**src/rtl/dcache_ctrl.sv**
```systemverilog
// Direct-mapped, write-back, write-allocate data cache between the MEM stage
// and a line-wide memory. Hits cost no cycles; misses stall for WB and/or FILL.
module dcache_ctrl #(
  parameter int LINES = 32
) (
  input  logic         clk_i,
  input  logic         rst_i,
  input  logic [31:0]  cpu_addr_i,
  input  logic [31:0]  cpu_wdata_i,
  input  logic         cpu_memread_i,
  input  logic         cpu_memwrite_i,
  output logic [31:0]  cpu_rdata_o,
  output logic         cpu_stall_o,
  output logic         mem_req_o,
  output logic         mem_we_o,
  output logic [31:0]  mem_addr_o,
  output logic [127:0] mem_wdata_o,
  input  logic [127:0] mem_rdata_i,
  input  logic         mem_ack_i
);

  localparam int IDX_W = $clog2(LINES);
  localparam int TAG_W = 28 - IDX_W;

  localparam logic [1:0] S_IDLE = 2'd0;
  localparam logic [1:0] S_WB   = 2'd1;
  localparam logic [1:0] S_FILL = 2'd2;

  logic [1:0]       state_q, state_d;
  logic [LINES-1:0] valid_q, valid_d;
  logic [LINES-1:0] dirty_q, dirty_d;
  logic [TAG_W-1:0] tag_q  [LINES];
  logic [127:0]     data_q [LINES];

  logic [IDX_W-1:0] idx;
  logic [TAG_W-1:0] tag_in;
  logic [1:0]       off;
  logic [127:0]     line;
  logic [31:0]      word;
  logic             access;
  logic             hit;
  logic             fill_done;
  logic             store_hit;
  logic             unused_addr;

  assign idx         = cpu_addr_i[4+IDX_W-1:4];
  assign tag_in      = cpu_addr_i[31:4+IDX_W];
  assign off         = cpu_addr_i[3:2];
  assign unused_addr = ^cpu_addr_i[1:0];

  assign line      = data_q[idx];
  assign word      = line[{off, 5'b0} +: 32];
  assign access    = cpu_memread_i | cpu_memwrite_i;
  assign hit       = access & valid_q[idx] & (tag_q[idx] == tag_in);
  assign fill_done = (state_q == S_FILL) & mem_ack_i;
  assign store_hit = (state_q == S_IDLE) & hit & cpu_memwrite_i;

  always_comb begin
    state_d = state_q;
    unique case (state_q)
      S_IDLE: begin
        if (access && !hit) begin
          state_d = (valid_q[idx] && dirty_q[idx]) ? S_WB : S_FILL;
        end
      end
      S_WB:   if (mem_ack_i) state_d = S_FILL;
      S_FILL: if (mem_ack_i) state_d = S_IDLE;
      default: state_d = S_IDLE;
    endcase
  end

  always_comb begin
    valid_d = valid_q;
    dirty_d = dirty_q;
    if (fill_done) begin
      valid_d[idx] = 1'b1;
      dirty_d[idx] = 1'b0;
    end
    if (store_hit) begin
      dirty_d[idx] = 1'b1;
    end
  end

  always_ff @(posedge clk_i or negedge rst_i) begin
    if (!rst_i) begin
      state_q <= S_IDLE;
      valid_q <= '0;
      dirty_q <= '0;
    end else begin
      state_q <= state_d;
      valid_q <= valid_d;
      dirty_q <= dirty_d;
    end
  end

  // Tag and data arrays carry no reset; valid_q alone qualifies them.
  always_ff @(posedge clk_i) begin
    if (fill_done) begin
      tag_q[idx]  <= tag_in;
      data_q[idx] <= mem_rdata_i;
    end else if (store_hit) begin
      data_q[idx][{off, 5'b0} +: 32] <= cpu_wdata_i;
    end
  end

  // All outputs are forced low while reset is held, independent of the clock.
  always_comb begin
    cpu_rdata_o = '0;
    cpu_stall_o = 1'b0;
    mem_req_o   = 1'b0;
    mem_we_o    = 1'b0;
    mem_addr_o  = '0;
    mem_wdata_o = '0;
    if (rst_i) begin
      unique case (state_q)
        S_IDLE: begin
          cpu_stall_o = access & ~hit;
          if (hit && cpu_memread_i && !cpu_memwrite_i) begin
            cpu_rdata_o = word;
          end
        end
        S_WB: begin
          cpu_stall_o = 1'b1;
          mem_req_o   = 1'b1;
          mem_we_o    = 1'b1;
          mem_addr_o  = {tag_q[idx], idx, 4'b0};
          mem_wdata_o = line;
        end
        S_FILL: begin
          cpu_stall_o = 1'b1;
          mem_req_o   = 1'b1;
          mem_addr_o  = {tag_in, idx, 4'b0};
        end
        default: begin
          cpu_stall_o = 1'b0;
        end
      endcase
    end
  end

endmodule

```
**config.mk**
```make
export PLATFORM = sky130hd
export DESIGN_NAME = dcache_ctrl
export DESIGN_NICKNAME = d
export VERILOG_FILES = /design/src/rtl/dcache_ctrl.sv
export SDC_FILE = /design/constraint.sdc
export NUM_CORES = 2
export LEC_CHECK = 0
export CORE_MARGIN = 2
export CORE_UTILIZATION = 29
export DETAILED_ROUTE_END_ITERATION = 8
export GPL_TIMING_DRIVEN = 0
export PLACE_DENSITY = 0.46
export SKIP_LAST_GASP = 1
export SYNTH_ARGS = -nofsm -noshare
export SYNTH_HDL_FRONTEND = slang
export SYNTH_MEMORY_MAX_BITS = 65536
export SYNTH_SLANG_ARGS = --single-unit
export TNS_END_PERCENT = 20
```
**constraint.sdc**
```tcl
create_clock -name clk_i -period 6.9 [get_ports clk_i]
set_input_delay 1.38 -clock clk_i [delete_from_list [all_inputs] [get_ports clk_i]]
set_output_delay 1.38 -clock clk_i [all_outputs]
set_load 0.05 [all_outputs]
```
# Word-level counts from Yosys, hierarchy flattened
# Memory sizes are Yosys's and may differ from the RTL's.
# Index checks and enable logic that the tools add are counted.
totals:
  ff_bits: 66
  mem_bits_rw: 4832
  in_bits: 197
  output_inout_bits: 195
  wordCells: 326
  n_memories: 2
op_classes:
  addsub: 1
  n_lt_le_gt_ge: 2
  n_eq_ne: 6
  n_shift: 3
  muxes: 159
  n_bitwise: 140
  reduce_logical: 10
memory_table:
  columns: ["memory", "words", "width", "read_ports", "rd_clocked_by_memory_dff", "wr", "line_no", "source"]
  rows:
  - ["data_q", 32, 128, 1, 0, 1, "33", "logic [127:0] data_q [LINES];"]
  - ["tag_q", 32, 23, 1, 0, 1, "32", "logic [TAG_W-1:0] tag_q [LINES];"]
op_table:
  columns: ["cell", "n"]
  rows:
  - ["$mux 128", 3]
  - ["$mux 32", 6]
  - ["$mux 1", 140]
  - ["$or 1x1->1", 129]
  - ["$shift 32x9->128 const A", 1]
  - ["$shiftx 128x8->32", 1]
  - ["$shiftx 32x9->128", 1]
  - ["$or 32x32->32", 2]
  - ["$pmux 32 s2", 1]
  - ["$and 32x32->32", 1]
  - ["$not 32->32", 1]
  - ["$eq 23x23->1", 1]
  - ["$bmux 1 s5", 2]
  - ["$neg 7->9", 1]
  - ["$mux 2", 4]
  - ["$and 1x1->1", 6]
  - ["$lt 5x6->1 const B", 1]
  - ["$pmux 2 s3", 1]
  - ["$demux 1 s5", 1]
  - ["$ge 5x1->1 const B", 1]
  - ["$logic_and 1x1->1", 5]
  - ["$ne 2x2->1 const B", 2]
  - ["$reduce_and 3->1", 1]
  - ["$eq 2x1->1 const B", 1]
  - ["other kinds (7)", 8]

# Logic depth before layout (Yosys ltp)
logic_depth:
  depth_word: 10
  mapped_depth: 16
  ltp_nobuf: 9

# Worst setup path after synthesis
# OpenSTA, ideal clock, no wires.
synth_path:
  kind: "in2reg"
  start: "in cpu_addr_i[4]"
  end: "mem data_q[10][100] (enable)"
  setup_time_ps: 461
  t_arrival_ps: 6212
  required_ps: 6439
  slack_ps: 227
  stages: 13
  path_buffers: 4
  cell_sequence: "buf_6 > buf_2 > mux2i_1 > o22ai_1 > nor4_1 > a21oi_1 > or4_1 > nor4_1 > and4_1 > buf_2 > a31oi_1 > buf_2 > nor3_1"
synth_between:
  elab_chain_len: 10
  elab_cells_between_ends: 12
  cone_classes: "1 x eq/ne; 5 x mux; 5 x bitwise; 1 x memory"
synth_lines:
  columns: ["element", "line_no", "source"]
  rows:
  - ["from (decl)", "8", "input logic [31:0] cpu_addr_i,"]
  - ["parallel branches: the longest is 10 deep, another holds $mem_v2 32x23", null, null]
  - ["to (decl)", "33", null]
# Several ways; the timed one is not identified. The select of a mux whose other input is x is not followed.

# Worst setup path after layout
layout_path:
  start: "reg state_q[1]"
  end: "out mem_we_o"
layout_between:
  elab_chain_len: 3
layout_lines:
  columns: ["element", "line_no", "source"]
  rows:
  - ["from (decl)", "29", "logic [1:0] state_q, state_d;"]
  - ["from (signal assigned)", "90", "state_q <= state_d;"]
  - ["$eq 2x1->1", "115", "unique case (state_q)"]
  - ["$mux 1", "115", null]
  - ["$mux 1", "114", "if (rst_i) begin"]
  - ["to (decl)", "15", "output logic mem_we_o,"]
# No other way between the ends.

==> results.cfg <==
[layout]
synthToLayoutAreaGrowth_pct = 26.2
register_area_um2 = 147000
fin_area_um2 = 240000
layout.nets = 10900
multi_input_comb_area_um2 = 43200
layout-drive-gt1-share_pct = 34.9
fill_cells = 59600
post-route-util_pct = 36.7

[floorplanning]
floorplan.rows = 297
floorplan.core_area_um2 = 653000
die_height_um = 813
floorplan.io_pins = 392
dieArea_um2 = 661000
initial_utilization_pct = 29.1
floorplan.die.width_um = 813

[power_and_ir_drop]
power.density_cell_area_nw_per_um2 = 281
ir_worst_vdd_mv = 0.297
lkg_pwr_nw = 77.5

[yosys]
yosys_warnings = 0
synth.cell_area_um2 = 190000
synth_seq_cells = 4898
synth_edf_count = 4832
synth_top_cells_by_count = 4832 x sky130_fd_sc_hd__edfxtp_1, 1072 x sky130_fd_sc_hd__mux4_2, 496 x sky130_fd_sc_hd__mux2i_1
post-synth-top-area-cell = sky130_fd_sc_hd__edfxtp_1
mean_area_per_synthesized_cell_um2 = 21.5
synth_ff_type = sky130_fd_sc_hd__edfxtp_1
synth_top_area_share_pct = 76.4
post_synthesis_async_set_or_reset_flop_share_pct = 1.35
seq_area_frac_synth_pct = 77.3
ys_top_cells_by_area = sky130_fd_sc_hd__edfxtp_1 76%, sky130_fd_sc_hd__mux4_2 13%, sky130_fd_sc_hd__mux2i_1 2.6%
yosysUniqueCellTypes = 59
yosysMostFrequentCell = sky130_fd_sc_hd__edfxtp_1
post_synth_inst_count = 8819

[setup_path]
worstSetupPathType = flip-flop to output port
kind_of_start_point_of_the_critical_path = flip-flop
cp-end-kind = output port
critPathMaxFanout = 10
timing.critical_path.required_ns = 5.52
worstPathArrival_ns = 5.76

[global_route]
grt_pass1_vias = 107000
number_of_antenna_violations_at_the_first_check_in_global_routing = 127
global_route.overflow_total = 0
first_pass_grt_wire_length_um = 1140000
track_usage_pct = 26.7
grt_start_max_net_pins = 71

[detailed_routing]
wire_per_inst_um = 45.7
wirelength_um = 909000
drt_pass1_iterations = 6
detailroute.via_count = 116000
post_drt_via_cell_ratio = 5.83
drtAntennaViolNets = 0
drc = 0
drt-initial-drc-count = 21000

[placement]
dp_worst_setup_slack_ns = -4.39
io_buffer_count = 384
dp_hpwl_um = 676000
dpl_cell_area_um2 = 219000
finalWeightedCongestion = 0.941

[timing]
max_slew_margin_pct = -20.6
layout_min_cycle_time_ns = 7.14
holdWs_ns = 0.355
finalSetupViolations = 63
report.final.hold_viol_count = 0
final.setup.worst_slack_ns = -0.244
rsz0062_at_grt = true
post-route-period-util_pct = 104
finalClockSkew_ns = 0.109
worst-slew-pin-transition_ns = 1.81
timing.final.max_slew_violations = 101
fmaxAchievable_mhz = 140

[clocking]
clk_pin_slew_worst_paths_ns = 0.06
clockBufferDepth = 4
clock-root-buffer = sky130_fd_sc_hd__clkbuf_16
cts_tree = done
numClockSinks = 4898
numCtsBuffers = 532
clkLatencyLatePin_ns = 1.16
clock_tree.htree_level_count = 6
cts_hold_fix_bufs = 0

[min_path]
min-delay-path-class = input port to async pin

[status]
violations_in_the_final_reports = capacitance limit, slew limit, setup timing
status = finished with violations

[job]
drv_cap = 12
[layer usage]
layer,GRT usage (%),share of wire (%),up-vias
li1,-,-,41200
met1,33.6,36,63100
met2,39.3,43,9494
met3,10.2,14,1963
met4,15.1,6.8,72
met5,0.862,0.17,-
[path summary, 6_finish.rpt]
check | depth (start not counted) | endpoint | start | slack, ns
max | 8 | mem_we_o | state_q[1] | -0.24
min | 1 | valid_q[28] | rst_i | 0.35
max reg2reg | 17 | data_q[9][33] | tag_q[24][7] | 1.05
min reg2reg | 1 | valid_q[3] | valid_q[3] | 0.46
max in group asynchronous | 1 | async pin | rst_i | 5.87
min in group clk_i | 1 | valid_q[3] | valid_q[3] | 0.46
[layout by cell type (no fill, tap or decap), types with 30 or more instances in the layout]
| cell type | count |
|---|---|
| sky130_fd_sc_hd__edfxtp_1 | 4832 |
| sky130_fd_sc_hd__mux4_2 | 1072 |
| sky130_fd_sc_hd__buf_6 | 716 |
| sky130_fd_sc_hd__clkbuf_16 | 555 |
| sky130_fd_sc_hd__mux2i_1 | 365 |
| sky130_fd_sc_hd__a22oi_1 | 285 |
| sky130_fd_sc_hd__clkdlybuf4s50_1 | 222 |
| sky130_fd_sc_hd__buf_12 | 191 |
| sky130_fd_sc_hd__clkbuf_1 | 182 |
| sky130_fd_sc_hd__nand2_1 | 170 |
| sky130_fd_sc_hd__buf_4 | 165 |
| sky130_fd_sc_hd__o22ai_1 | 154 |
| sky130_fd_sc_hd__nor2_1 | 139 |
| sky130_fd_sc_hd__inv_1 | 138 |
| sky130_fd_sc_hd__a22o_1 | 128 |
| sky130_fd_sc_hd__buf_8 | 125 |
| sky130_fd_sc_hd__nor3_2 | 117 |
| sky130_fd_sc_hd__a221oi_1 | 111 |
| sky130_fd_sc_hd__dlygate4sd2_1 | 111 |
| sky130_fd_sc_hd__clkinv_1 | 109 |
| sky130_fd_sc_hd__clkbuf_2 | 97 |
| sky130_fd_sc_hd__diode_2 | 90 |
| sky130_fd_sc_hd__mux2i_2 | 82 |
| sky130_fd_sc_hd__clkbuf_4 | 75 |
| sky130_fd_sc_hd__clkinv_2 | 69 |
| sky130_fd_sc_hd__dfrtp_1 | 66 |
| sky130_fd_sc_hd__and3_4 | 57 |
| sky130_fd_sc_hd__nor2_4 | 53 |
| sky130_fd_sc_hd__and3_2 | 50 |
| sky130_fd_sc_hd__clkbuf_8 | 49 |
| sky130_fd_sc_hd__mux2i_4 | 49 |
| sky130_fd_sc_hd__buf_2 | 46 |
| sky130_fd_sc_hd__or2_2 | 36 |
| sky130_fd_sc_hd__bufinv_16 | 32 |
| sky130_fd_sc_hd__buf_16 | 30 |
| sky130_fd_sc_hd__o22ai_2 | 30 |
[worst max-delay path: stages, from the launching register on]
cell and delay, ns:
sky130_fd_sc_hd__dfrtp_1 0.40, sky130_fd_sc_hd__inv_1 0.12, sky130_fd_sc_hd__ha_1 0.16, sky130_fd_sc_hd__clkbuf_1 0.70, sky130_fd_sc_hd__nand2_4 0.45, sky130_fd_sc_hd__clkbuf_2 0.64, sky130_fd_sc_hd__clkbuf_2 0.55, sky130_fd_sc_hd__inv_1 0.59
sky130_fd_sc_hd__clkdlybuf4s50_1 0.92
[metrics by stage]
stage          setup TNS (ns)  power (mW)  cells
5_1_grt                 -1.14        68.5  19800
2_1_floorplan               0        36.1   8822
3_5_place_dp                -        39.4  18800
3_3_place_gp                -        38.9  17900
6_report                -4.03        67.3  19900
4_1_cts                -0.366        67.2  19800
[cell type report]
type                            count  share of cell area, %
Tap cell                         8671                   4.53
Buffer                            533                   1.99
Clock inverter                    255                  0.980
Antenna cell                       90                 0.0940
Timing Repair Buffer             1374                   6.95
Multi-Input combinational cell   3241                   18.0
Clock buffer                      678                   5.96
Sequential cell                  4898                   61.3
Inverter                          140                  0.219
[where the power goes]
group          internal (mW)  switching [mW]  leakage, nW
clock network           15.9            12.2         8.10
registers               33.1           0.102         44.3
logic                   1.82            4.25         25.1
[state kept, by name, indices dropped and copies added, names as in the netlist, named ones only]
signal and flops:
data_q 4096, state_q 2, tag_q 736, valid_q 32
[kinds of logic after synthesis]
| logic type | synth area share (%) |
|---|---|
| AND/OR/NAND/NOR | 2.36 |
| other | 0.00198 |
| multiplexers | 15.3 |
| XOR/XNOR | 0.00923 |
| adder cells (fa/ha/maj) | 0.0593 |
| AO/OA/AOI/OAI | 3.17 |
| buffers and inverters | 1.75 |
| flip-flops | 77.3 |
[repair_timing]
item	in CTS	in global routing
pin swaps	47	26
buffers inserted	44	8
setup endpoints to repair	7199	57
gates cloned	1	3
gates resized for setup	1239	58
No activity file was read; power rests on OpenSTA's default activity.
